### src/rtl/reset_ctrl_pkg.sv
// Shared types and constants for the reset sequencer: cause codes, FSM states
// and a counter-width helper.
package reset_ctrl_pkg;

  localparam int CAUSE_W = 2;

  typedef enum logic [CAUSE_W-1:0] {
    CAUSE_POR = 2'd0,
    CAUSE_SW  = 2'd1,
    CAUSE_EXT = 2'd2
  } cause_e;

  typedef enum logic [1:0] {
    HOLD  = 2'd0,
    STAGE = 2'd1,
    RUN   = 2'd2
  } state_e;

  // Bits needed to count 0..n-1, never less than one.
  function automatic int cnt_width(input int n);
    return (n <= 2) ? 1 : $clog2(n);
  endfunction

endpackage

### src/rtl/debounce_sync.sv
// Two-flop synchroniser plus saturating low-time counter for an active-low
// asynchronous button; pressed drops as soon as the synchronised input is high.
module debounce_sync
  import reset_ctrl_pkg::*;
#(
  parameter int DEBOUNCE_CYCLES = 1024
) (
  input  logic clk,
  input  logic rst_n,
  input  logic in_n,
  output logic pressed
);

  localparam int             CW      = cnt_width(DEBOUNCE_CYCLES);
  localparam logic [CW-1:0]  CNT_MAX = CW'(DEBOUNCE_CYCLES - 1);

  logic          r_sync1;
  logic          r_sync2;
  logic [CW-1:0] r_cnt;

  // NOTE: non-blocking assignments for all flop state so update order never matters.
  always_ff @(posedge clk or negedge rst_n) begin
    if (!rst_n) begin
      r_sync1 <= 1'b1;
      r_sync2 <= 1'b1;
      r_cnt   <= '0;
    end else begin
      r_sync1 <= in_n;
      r_sync2 <= r_sync1;
      if (r_sync2)
        r_cnt <= '0;
      else if (r_cnt != CNT_MAX)
        r_cnt <= r_cnt + 1'b1;
    end
  end

  assign pressed = ~r_sync2 && (r_cnt == CNT_MAX);

endmodule

### src/rtl/reset_ctrl.sv
// Reset sequencer: stretches any request (POR, software pulse, debounced button)
// into a hold period, then releases the domain resets one by one.
module reset_ctrl
  import reset_ctrl_pkg::*;
#(
  parameter int N_DOMAINS       = 3,
  parameter int HOLD_CYCLES     = 16,
  parameter int STAGE_CYCLES    = 4,
  parameter int DEBOUNCE_CYCLES = 1024
) (
  input  logic                 clk,
  input  logic                 rst_n,
  input  logic                 req_sw,
  input  logic                 req_ext_n,
  output logic [N_DOMAINS-1:0] rst_n_out,
  output logic                 busy,
  output logic [CAUSE_W-1:0]   cause
);

  localparam int CW = cnt_width((HOLD_CYCLES > STAGE_CYCLES) ? HOLD_CYCLES : STAGE_CYCLES);
  localparam logic [CW-1:0] HOLD_LAST  = CW'(HOLD_CYCLES - 1);
  localparam logic [CW-1:0] STAGE_LAST = CW'(STAGE_CYCLES - 1);

  state_e               r_state, w_state_nxt;
  logic [CW-1:0]        r_cnt, w_cnt_nxt;
  logic [N_DOMAINS-1:0] r_out, w_out_nxt;
  logic [N_DOMAINS:0]   w_out_shift;
  cause_e               r_cause, w_cause_nxt;
  logic                 r_busy;
  logic                 w_ext_pressed;
  logic                 w_req;

  debounce_sync #(
    .DEBOUNCE_CYCLES(DEBOUNCE_CYCLES)
  ) u_debounce (
    .clk     (clk),
    .rst_n   (rst_n),
    .in_n    (req_ext_n),
    .pressed (w_ext_pressed)
  );

  assign w_req = req_sw | w_ext_pressed;

  always_ff @(posedge clk or negedge rst_n) begin
    if (!rst_n) begin
      r_state <= HOLD;
      r_cnt   <= '0;
      r_out   <= '0;
      r_cause <= CAUSE_POR;
      r_busy  <= 1'b1;
    end else begin
      r_state <= w_state_nxt;
      r_cnt   <= w_cnt_nxt;
      r_out   <= w_out_nxt;
      r_cause <= w_cause_nxt;
      r_busy  <= ~&w_out_nxt;
    end
  end

  // NOTE: every signal gets a default first so no path can infer a latch.
  always_comb begin
    w_state_nxt = r_state;
    w_cnt_nxt   = r_cnt;
    w_out_nxt   = r_out;
    w_cause_nxt = r_cause;
    // Shifting a one in from the bottom releases the next domain in order.
    w_out_shift = {r_out, 1'b1};

    if (w_req) begin
      w_state_nxt = HOLD;
      w_cnt_nxt   = '0;
      w_out_nxt   = '0;
      w_cause_nxt = w_ext_pressed ? CAUSE_EXT : CAUSE_SW;
    end else begin
      case (r_state)
        HOLD: begin
          w_out_nxt = '0;
          if (r_cnt == HOLD_LAST) begin
            w_out_nxt   = w_out_shift[N_DOMAINS-1:0];
            w_cnt_nxt   = '0;
            w_state_nxt = (N_DOMAINS == 1) ? RUN : STAGE;
          end else begin
            w_cnt_nxt = r_cnt + 1'b1;
          end
        end
        STAGE: begin
          if (r_cnt == STAGE_LAST) begin
            w_out_nxt = w_out_shift[N_DOMAINS-1:0];
            w_cnt_nxt = '0;
            if (&w_out_shift[N_DOMAINS-1:0])
              w_state_nxt = RUN;
          end else begin
            w_cnt_nxt = r_cnt + 1'b1;
          end
        end
        RUN: begin
          w_out_nxt = '1;
          w_cnt_nxt = '0;
        end
        default: begin
          w_state_nxt = HOLD;
          w_cnt_nxt   = '0;
          w_out_nxt   = '0;
        end
      endcase
    end
  end

  assign rst_n_out = r_out;
  assign busy      = r_busy;
  assign cause     = r_cause;

endmodule

### config.mk
export PLATFORM = sky130hd
export DESIGN_NAME = reset_ctrl
export DESIGN_NICKNAME = d
export VERILOG_FILES = /design/src/rtl/reset_ctrl_pkg.sv /design/src/rtl/debounce_sync.sv /design/src/rtl/reset_ctrl.sv
export SDC_FILE = /design/constraint.sdc
export NUM_CORES = 1
export LEC_CHECK = 0
export ABC_CLOCK_PERIOD_IN_PS = 2000
export CAP_MARGIN = 20
export CORE_MARGIN = 1.5
export CORE_UTILIZATION = 55
export CTS_CLUSTER_SIZE = 24
export DETAILED_ROUTE_END_ITERATION = 8
export PLACE_DENSITY = 0.87
export SKIP_LAST_GASP = 1
export SLEW_MARGIN = 10
export SYNTH_ARGS = -nofsm -noshare
export SYNTH_HDL_FRONTEND = slang
export SYNTH_SLANG_ARGS = --single-unit
### constraint.sdc
create_clock -name clk -period 2 [get_ports clk]
set_input_delay 0.4 -clock clk [delete_from_list [all_inputs] [get_ports clk]]
set_output_delay 0.4 -clock clk [all_outputs]
set_load 0.03 [all_outputs]
* After elaboration in Yosys (flattened, before gate mapping)
Index checks and enable logic that the tools add are counted.
** Storage, ports and cells
- Input bits :: 4
- Output and inout bits :: 6
- Memories :: 0
- Bits in latches :: 0
- Bits in registers :: 24
- Memory bits (writable) :: 0
- Memory bits (read-only) :: 0
** Operators by class
- Bitwise operators :: 2
- Add/sub/neg operators :: 2
- Shift operators :: 0
- Reductions and logical operators :: 7
- Divide/modulo/power cells :: 0
- Muxes and demuxes :: 16
- Multiply operators :: 0
- Order comparisons :: 0
- Equality and inequality tests :: 10
** Operators by type and width (count)
- two-way mux 10 bit :: 2
- two-way mux 4 bit :: 3
- adder 10 x 1 -> 10 bit, second input constant :: 1
- equality test 10 bit, second input constant :: 1
- two-way mux 2 bit :: 5
- inequality test 10 bit, second input constant :: 1
- two-way mux 3 bit :: 3
- inequality test 3 bit, second input constant :: 3
- one-hot mux 3 bit (3 select lines) :: 1
- one-hot mux 4 bit (2 select lines) :: 1
- one-hot mux 2 bit (3 select lines) :: 1
- adder 4 x 1 -> 4 bit, second input constant :: 1
- equality test 4 x 2 -> 1 bit, second input constant :: 1
- equality test 4 bit, second input constant :: 1
- AND reduction 4 bit :: 1
- AND reduction 3 bit :: 1
- equality test 2 x 1 -> 1 bit, second input constant :: 1
- equality test 2 bit, second input constant :: 1
- logical NOT 2 bit :: 1
- inequality test 2 bit, second input constant :: 1
- AND reduction 2 bit :: 1
- nonzero test 2 bit :: 1
- logical AND 1 bit :: 1
- logical NOT 1 bit :: 1
- 2 further kinds :: 2

* Logic depth before layout (Yosys ltp)
Gate-level depths: netlist of the first run.
- Depth in word-level cells :: 6
- Mapped depth :: 6
- Depth with buffers taken out :: 5

* By module
A second synthesis of the first run with hierarchy kept.
** Second synthesis, totals
- Cells, all modules :: 114
- Area, all modules :: 1169.9 µm²
** Modules (own cells, without submodules)
- debounce_sync :: cells each 57, instances 1, area each 600.6 µm², seq. area each 302.8 µm²
- reset_ctrl :: cells each 57, instances 1, area each 569.3 µm², seq. area each 301.5 µm²

* Worst setup path after synthesis of the first run
Ideal clock, no wire load.
- Path kind :: register to register
- From :: register u_debounce.r_cnt[0]
- To :: register u_debounce.r_cnt[0]
- Data required time :: 1.875 ns
- Period minus slack after synthesis :: 1.618 ns
- Data arrival time :: 1.494 ns
- Setup time :: 0.125 ns
- Path slack :: 0.382 ns
- Cell stages (with the launch flop) :: 6
- Cells stage by stage :: dfrtp_1 -> ha_1 -> nand4_1 -> nor3_2 -> buf_6 -> mux2_2
** On the way
- Cells in the longest elaborated chain, start to end :: 3
- Elaborated cells on any way between the ends :: 5
** RTL lines
- from (decl) :: line debounce_sync.sv:19 : logic [CW-1:0] r_cnt;
- from (signal assigned) :: line debounce_sync.sv:33 : r_cnt <= r_cnt + 1'b1;
- adder 10 x 1 -> 10 bit :: line debounce_sync.sv:33
- two-way mux 10 bit :: line debounce_sync.sv:32 : else if (r_cnt != CNT_MAX)
- two-way mux 10 bit :: line debounce_sync.sv:30 : if (r_sync2)
Parallel ways exist; a longest one is shown, timed or not. The select of a mux whose other input is x is not followed.
A chain may end at the register's enable or synchronous reset.

* Worst setup path in the final report of the first run
- From :: register r_busy, in the netlist busy
- To :: output busy
** RTL lines
- from (decl) :: line reset_ctrl.sv:29 : logic r_busy;
- from (signal assigned) :: line reset_ctrl.sv:56 : r_busy <= ~&w_out_nxt;
- to (decl) :: line reset_ctrl.sv:16 : output logic busy,
No word-level cell between the ends.

==> impl_metrics.json, run 1 <==
{
  "r2r_start": "u_debounce.r_cnt[0]",
  "setup_viol_count_final": 0,
  "n_fill_cell": 146,
  "drive_gt1_share_pct": 15.0,
  "clock_sinks": 24,
  "dr.pass1.iters": 4,
  "place_ws_ns": 0.160,
  "initial_core_util_pct": 59.0,
  "vias": 910,
  "cts_setup_buffers": 0,
  "io_pins": 10,
  "r2r_end": "u_debounce.r_cnt[7]",
  "power_density_nw_per_um2": 609,
  "holdBufCountCts": 0,
  "synth.distinct_cells": 42,
  "synth_top_family_by_area": "simple AND/OR/NAND/NOR gates",
  "rr_worst_depth": 6,
  "cts_tree": "yes",
  "required_ns": 1.60,
  "reg2reg_setup_slack_ns": 0.20,
  "cts-htree-levels": 1,
  "place_inst": 150,
  "cts_resized": 0,
  "p_leak_nw": 0.575,
  "ys_ff_latch": 24,
  "final_util_pct": 67.4,
  "grt_pass1_vias": 896,
  "syn_area_um2": 1170,
  "n_antenna_cell": 0,
  "regArea_um2": 604,
  "ant_nets": 0,
  "ys_seq_area_share_pct": 51.7,
  "synth_xor_area_share_pct": 1.50,
  "routed_wl_mm": 2.18,
  "cts_made_buffers": 3,
  "crit_fanout": 1,
  "finalCriticalPeriod_ns": 1.91,
  "syn_area_per_cell_um2": 10.4,
  "synthArstFlopShare_pct": 100,
  "setup_slack_ns": 0.0928,
  "synth_edf_count": 0,
  "worstMarginPinSlew_ns": 0.411,
  "crit_end": "busy",
  "worst_path_max_delay_cell": "clkdlybuf4s50_1",
  "fin_skew_ns": 0.00480,
  "ys.flop_type": "dfrtp_1",
  "syn-num-nets": 119,
  "crit_type": "flop to output pin",
  "multi_input_area_um2": 523,
  "critPathTopFamily": "buffers and inverters",
  "crit_buf_inv": 1,
  "irDropWorstVdd_uv": 596,
  "drtIter0Drc": 25,
  "critPathLaunch": "busy",
  "area_growth_pct": 14.2,
  "syn_inst": 113,
  "ys.warnings.count": 0,
  "synthAdderAreaFrac_pct": 2.14,
  "cp_slowest_stage_delay_ns": 0.65,
  "total_power_uw": 814,
  "grt_max_degree": 25,
  "totalNegativeSetupSlack_ns": 0,
  "portBuffers": 9,
  "fin_nets": 134,
  "final_cells": 154,
  "avgRoutedWirePerCell_um": 14.2,
  "core_area_um2": 1980,
  "min_path_type": "flop to flop",
  "die_area_um2": 2410,
  "path_cells": "clkdlybuf4s50_1",
  "slew_headroom_pct": 72.5,
  "rows": 16,
  "place_congestion": 0.769,
  "clk_path_buf_depth": 2,
  "rsz0062_at_grt": "no",
  "maxSlewViolCount": 0,
  "timing.final.crit_share_pct": 95.4,
  "clkLatencyLatePin_ns": 0.32,
  "die_h_um": 49.1,
  "dpl.hpwl_mm": 1.63,
  "track_usage_pct": 21.4,
  "startpoint_type": "flop",
  "viasPerCell": 5.91,
  "arrival_ns": 1.51,
  "synth-simple-area-share_pct": 26.1,
  "path_depth": 1,
  "overflow": 0,
  "drc_errors": 0,
  "clkTransAtPathRegs_ns": 0.13,
  "synth-compound-area-share_pct": 13.2,
  "die_x_um": 49.1,
  "antenna_found_initial": 0,
  "synthMuxAreaShare_pct": 1.82,
  "grt_pass1_wl_mm": 3.92,
  "cts_root_buf": "clkbuf_4",
  "hold_violations": 0,
  "fmax_mhz": 524,
  "status": "completed",
  "cp-end-kind": "output pin",
  "max_cap_violations": 0
}
[synth_stat cells, types with 3 or more instances]
| master | n | area [um2] |
|---|---|---|
| dfrtp_1 | 21 | 526 |
| nor2_1 | 16 | 60.1 |
| and3_1 | 3 | 18.8 |
| nor3_1 | 4 | 20.0 |
| nand4_1 | 3 | 18.8 |
| nand2b_1 | 3 | 18.8 |
| inv_1 | 3 | 11.3 |
| dfstp_2 | 3 | 78.8 |
| nand2_1 | 8 | 30.0 |
| a21oi_1 | 5 | 25.0 |
| a31oi_1 | 3 | 18.8 |
| a311oi_1 | 3 | 26.3 |
[cells in the final DEF, fill, tap and decap left out, drive strengths merged, types with 4 or more instances in the layout]
master	n
nor2	16
nand4	4
dfrtp	21
a21oi	5
nor3	5
clkdlybuf4s50	9
clkbuf	4
buf	5
nand2	8
[cell type report]
cell class	instances	share of cell area (%)
flip-flops and latches	24	45.2
multi-input cells	82	39.1
repair buffers	14	9.55
clock buffers	4	2.72
well taps	27	2.53
inverters	3	0.843
[flip-flops by register name (all words and copies together) (netlist names)]
signal and count:
r_state 2, rst_n_out 3, busy 1, u_debounce.r_sync1 1, u_debounce.r_cnt 10, r_cnt 4
cause 2, u_debounce.r_sync2 1
[worst min path at each step]
stage,to,startpoint,slack (ns),depth (start not counted)
floorplan,cause[0],rst_n,0.10,0
global placement,u_debounce.r_sync2,u_debounce.r_sync1,0.35,0
detailed placement,u_debounce.r_sync2,u_debounce.r_sync1,0.35,0
CTS,u_debounce.r_sync2,u_debounce.r_sync1,0.37,0
global route,u_debounce.r_sync2,u_debounce.r_sync1,0.37,0
finish,u_debounce.r_sync2,u_debounce.r_sync1,0.37,0
[metal layers]
metal	routed length [um]	vias up	GRT usage, %
met3	60	5	2.15
met5	0	-	0
met4	43	0	11.0
met2	1160	25	38.1
li1	-	439	-
met1	923	441	25.3
[cells by family after synthesis]
kind of cell,count (synthesis)
compound gates,23
fa+ha+maj,2
flops,24
xor+xnor,2
simple gates,53
buf+inv,7
mux,2
[metrics by stage]
step	area (um2)	hold slack, ns
2_1_floorplan	1170	0.104
4_1_cts	1340	0.367
6_report	1340	0.365
3_3_place_gp	1300	0.348
5_1_grt	1340	0.373
3_5_place_dp	1300	0.349
[power breakdown]
group	switching, mW	internal, mW
Sequential	0.0117	0.499
Combinational	0.0284	0.0222
Clock	0.142	0.111
Total	0.182	0.632
Note: power is estimated with default switching activity, not from simulation.
==> run 2, diff against run 1 <==
CORE_UTILIZATION = 30   (was 55)
PLACE_DENSITY = 0.58   (was 0.87)
REMOVE_ABC_BUFFERS = 1   (was not set)
SETUP_SLACK_MARGIN = 0.4   (was not set)
==> run 2 against run 1 <==
  * Worst hold slack got worse by 0.0038 ns
  * Worst setup slack improved by 0.24 ns
  * Critical path depth increased by 3
  * Sequential share of layout area decreased by 6.5 points
  * Sequential power increased by 0.8%
  * Largest power group unchanged
  * Final cell count increased by 21%
  * Highest routed layer unchanged
  * Non-clock buffer count increased by 11
==> impl_metrics.json, run 2 (synthesis gave the netlist of run 1 again) <==
{
  "die_x_um": 65.4,
  "routed_wl_mm": 2.65,
  "drive_gt1_share_pct": 29.7,
  "top_register": "u_debounce.r_cnt",
  "total_power_uw": 882,
  "slew_headroom_pct": 73.9,
  "initial_core_util_pct": 31.5,
  "layout_commonest_cell": "dfrtp_1",
  "timing.final.crit_share_pct": 83.1,
  "final_util_pct": 42.0,
  "vias": 973,
  "place_inst": 170,
  "worstMarginPinSlew_ns": 0.390,
  "io_pins": 10,
  "hold_violations": 0,
  "final_cells": 186,
  "crit_type": "flop to flop",
  "holdPathEnd": "u_debounce.r_sync2",
  "drc_errors": 0,
  "totalNegativeSetupSlack_ns": 0,
  "clk_path_buf_depth": 2,
  "startpoint_type": "flop",
  "min_from": "u_debounce.r_sync1",
  "clock_sinks": 24,
  "place_ws_ns": 0.109,
  "n_antenna_cell": 0,
  "drtIter0Drc": 33,
  "crit_fanout": 8,
  "status": "completed",
  "place_congestion": 0.715,
  "fin_nets": 145,
  "met1_usage_pct": 17.7,
  "holdPathStages": 0,
  "min_path_type": "flop to flop",
  "cp-end-kind": "flop",
  "cts_made_buffers": 3,
  "required_ns": 2.15,
  "max_cap_violations": 0,
  "die_h_um": 65.4,
  "cts-htree-levels": 1,
  "track_usage_pct": 13.1,
  "largest_reg_flops": 10,
  "arrival_ns": 1.81,
  "reg2reg_setup_slack_ns": 0.34,
  "top_usage_layer": "met2",
  "power_density_nw_per_um2": 565,
  "cts_root_buf": "clkbuf_8",
  "overflow": 0,
  "grt_max_degree": 25,
  "finalCriticalPeriod_ns": 1.66,
  "dpl.hpwl_mm": 1.59,
  "final_cell_mix": "dfrtp_1, nor2_1, buf_4",
  "maxSlewViolCount": 0,
  "grt_pass1_wl_mm": 4.34,
  "portBuffers": 9,
  "clkLatencyLatePin_ns": 0.27,
  "core_area_um2": 3720,
  "rr_worst_depth": 4,
  "die_area_um2": 4280,
  "setup_viol_count_final": 0,
  "use_met2_pct": 20.8,
  "cts_tree": "yes",
  "use_met3_pct": 3.08,
  "antenna_found_initial": 0,
  "avgRoutedWirePerCell_um": 14.2,
  "fin_skew_ns": 0.0132,
  "setup_slack_ns": 0.337,
  "r2r_start": "u_debounce.r_cnt[0]",
  "grt_pass1_vias": 944,
  "r2r_end": "u_debounce.r_cnt[0]",
  "clkTransAtPathRegs_ns": 0.07,
  "dr.pass1.iters": 4,
  "p_leak_nw": 0.680,
  "rows": 22,
  "rsz0062_at_grt": "yes",
  "fmax_mhz": 601,
  "ant_nets": 0,
  "irDropWorstVdd_uv": 416,
  "viasPerCell": 5.23,
  "area_growth_pct": 33.5
}
==> run 2: stage by stage <==
stage | hold slack (ns) | cell area, um2
floorplan | 0.104 | 1140
global placement | 0.346 | 1320
detailed placement | 0.353 | 1320
CTS | 0.365 | 1430
global route | 0.367 | 1560
finish | 0.361 | 1560
==> run 2: worst max-delay path by stage <==
stage | start | to | slack [ns]
after floorplan | u_debounce.r_cnt[0] | u_debounce.r_cnt[0] | 0.26
after global placement | req_sw | busy | 0.15
after detailed placement | req_sw | busy | 0.11
after CTS | u_debounce.r_cnt[0] | u_debounce.r_cnt[3] | 0.38
after global routing | u_debounce.r_cnt[0] | u_debounce.r_cnt[7] | 0.24
final | u_debounce.r_cnt[0] | u_debounce.r_cnt[0] | 0.34
==> run 2: power breakdown <==
part	internal [mW]	switching [mW]
Clock	0.142	0.151
Combinational	0.0384	0.0367
Sequential	0.498	0.0154
==> run 2: metal layers <==
| metal | wire [um] | up-vias | part of all wire [%] |
|---|---|---|---|
| met2 | 1390 | 16 | 52 |
| met5 | 0 | - | 0 |
| met4 | 22 | 0 | 0.83 |
| met1 | 1150 | 492 | 43 |
| li1 | - | 461 | - |
| met3 | 91 | 4 | 3.4 |
==> run 2: cell type report <==
type / instances / area (um2)
clock buffer: 4 / 45.0
fill: 370 / 2150
timing repair buffer: 25 / 225
sequential: 24 / 604
multi-input combinational: 82 / 616
tap: 48 / 60.1
inverter: 3 / 11.3
==> run 2: what timing repair did <==
| action | CTS | global route |
|---|---|---|
| hold buffers | 0 | 0 |
| pin swaps | 3 | 10 |
| endpoints found under the setup margin | 23 | 16 |
| cloned | 0 | 0 |
| setup buffers | 5 | 7 |
| resized for setup | 12 | 20 |
==> run 2: worst max-delay path, stage by stage, from the launching register on <==
cell	delay (ns)
dfrtp_1	0.41
ha_4	0.18
nand4_1	0.19
nor3_4	0.42
mux2_4	0.34
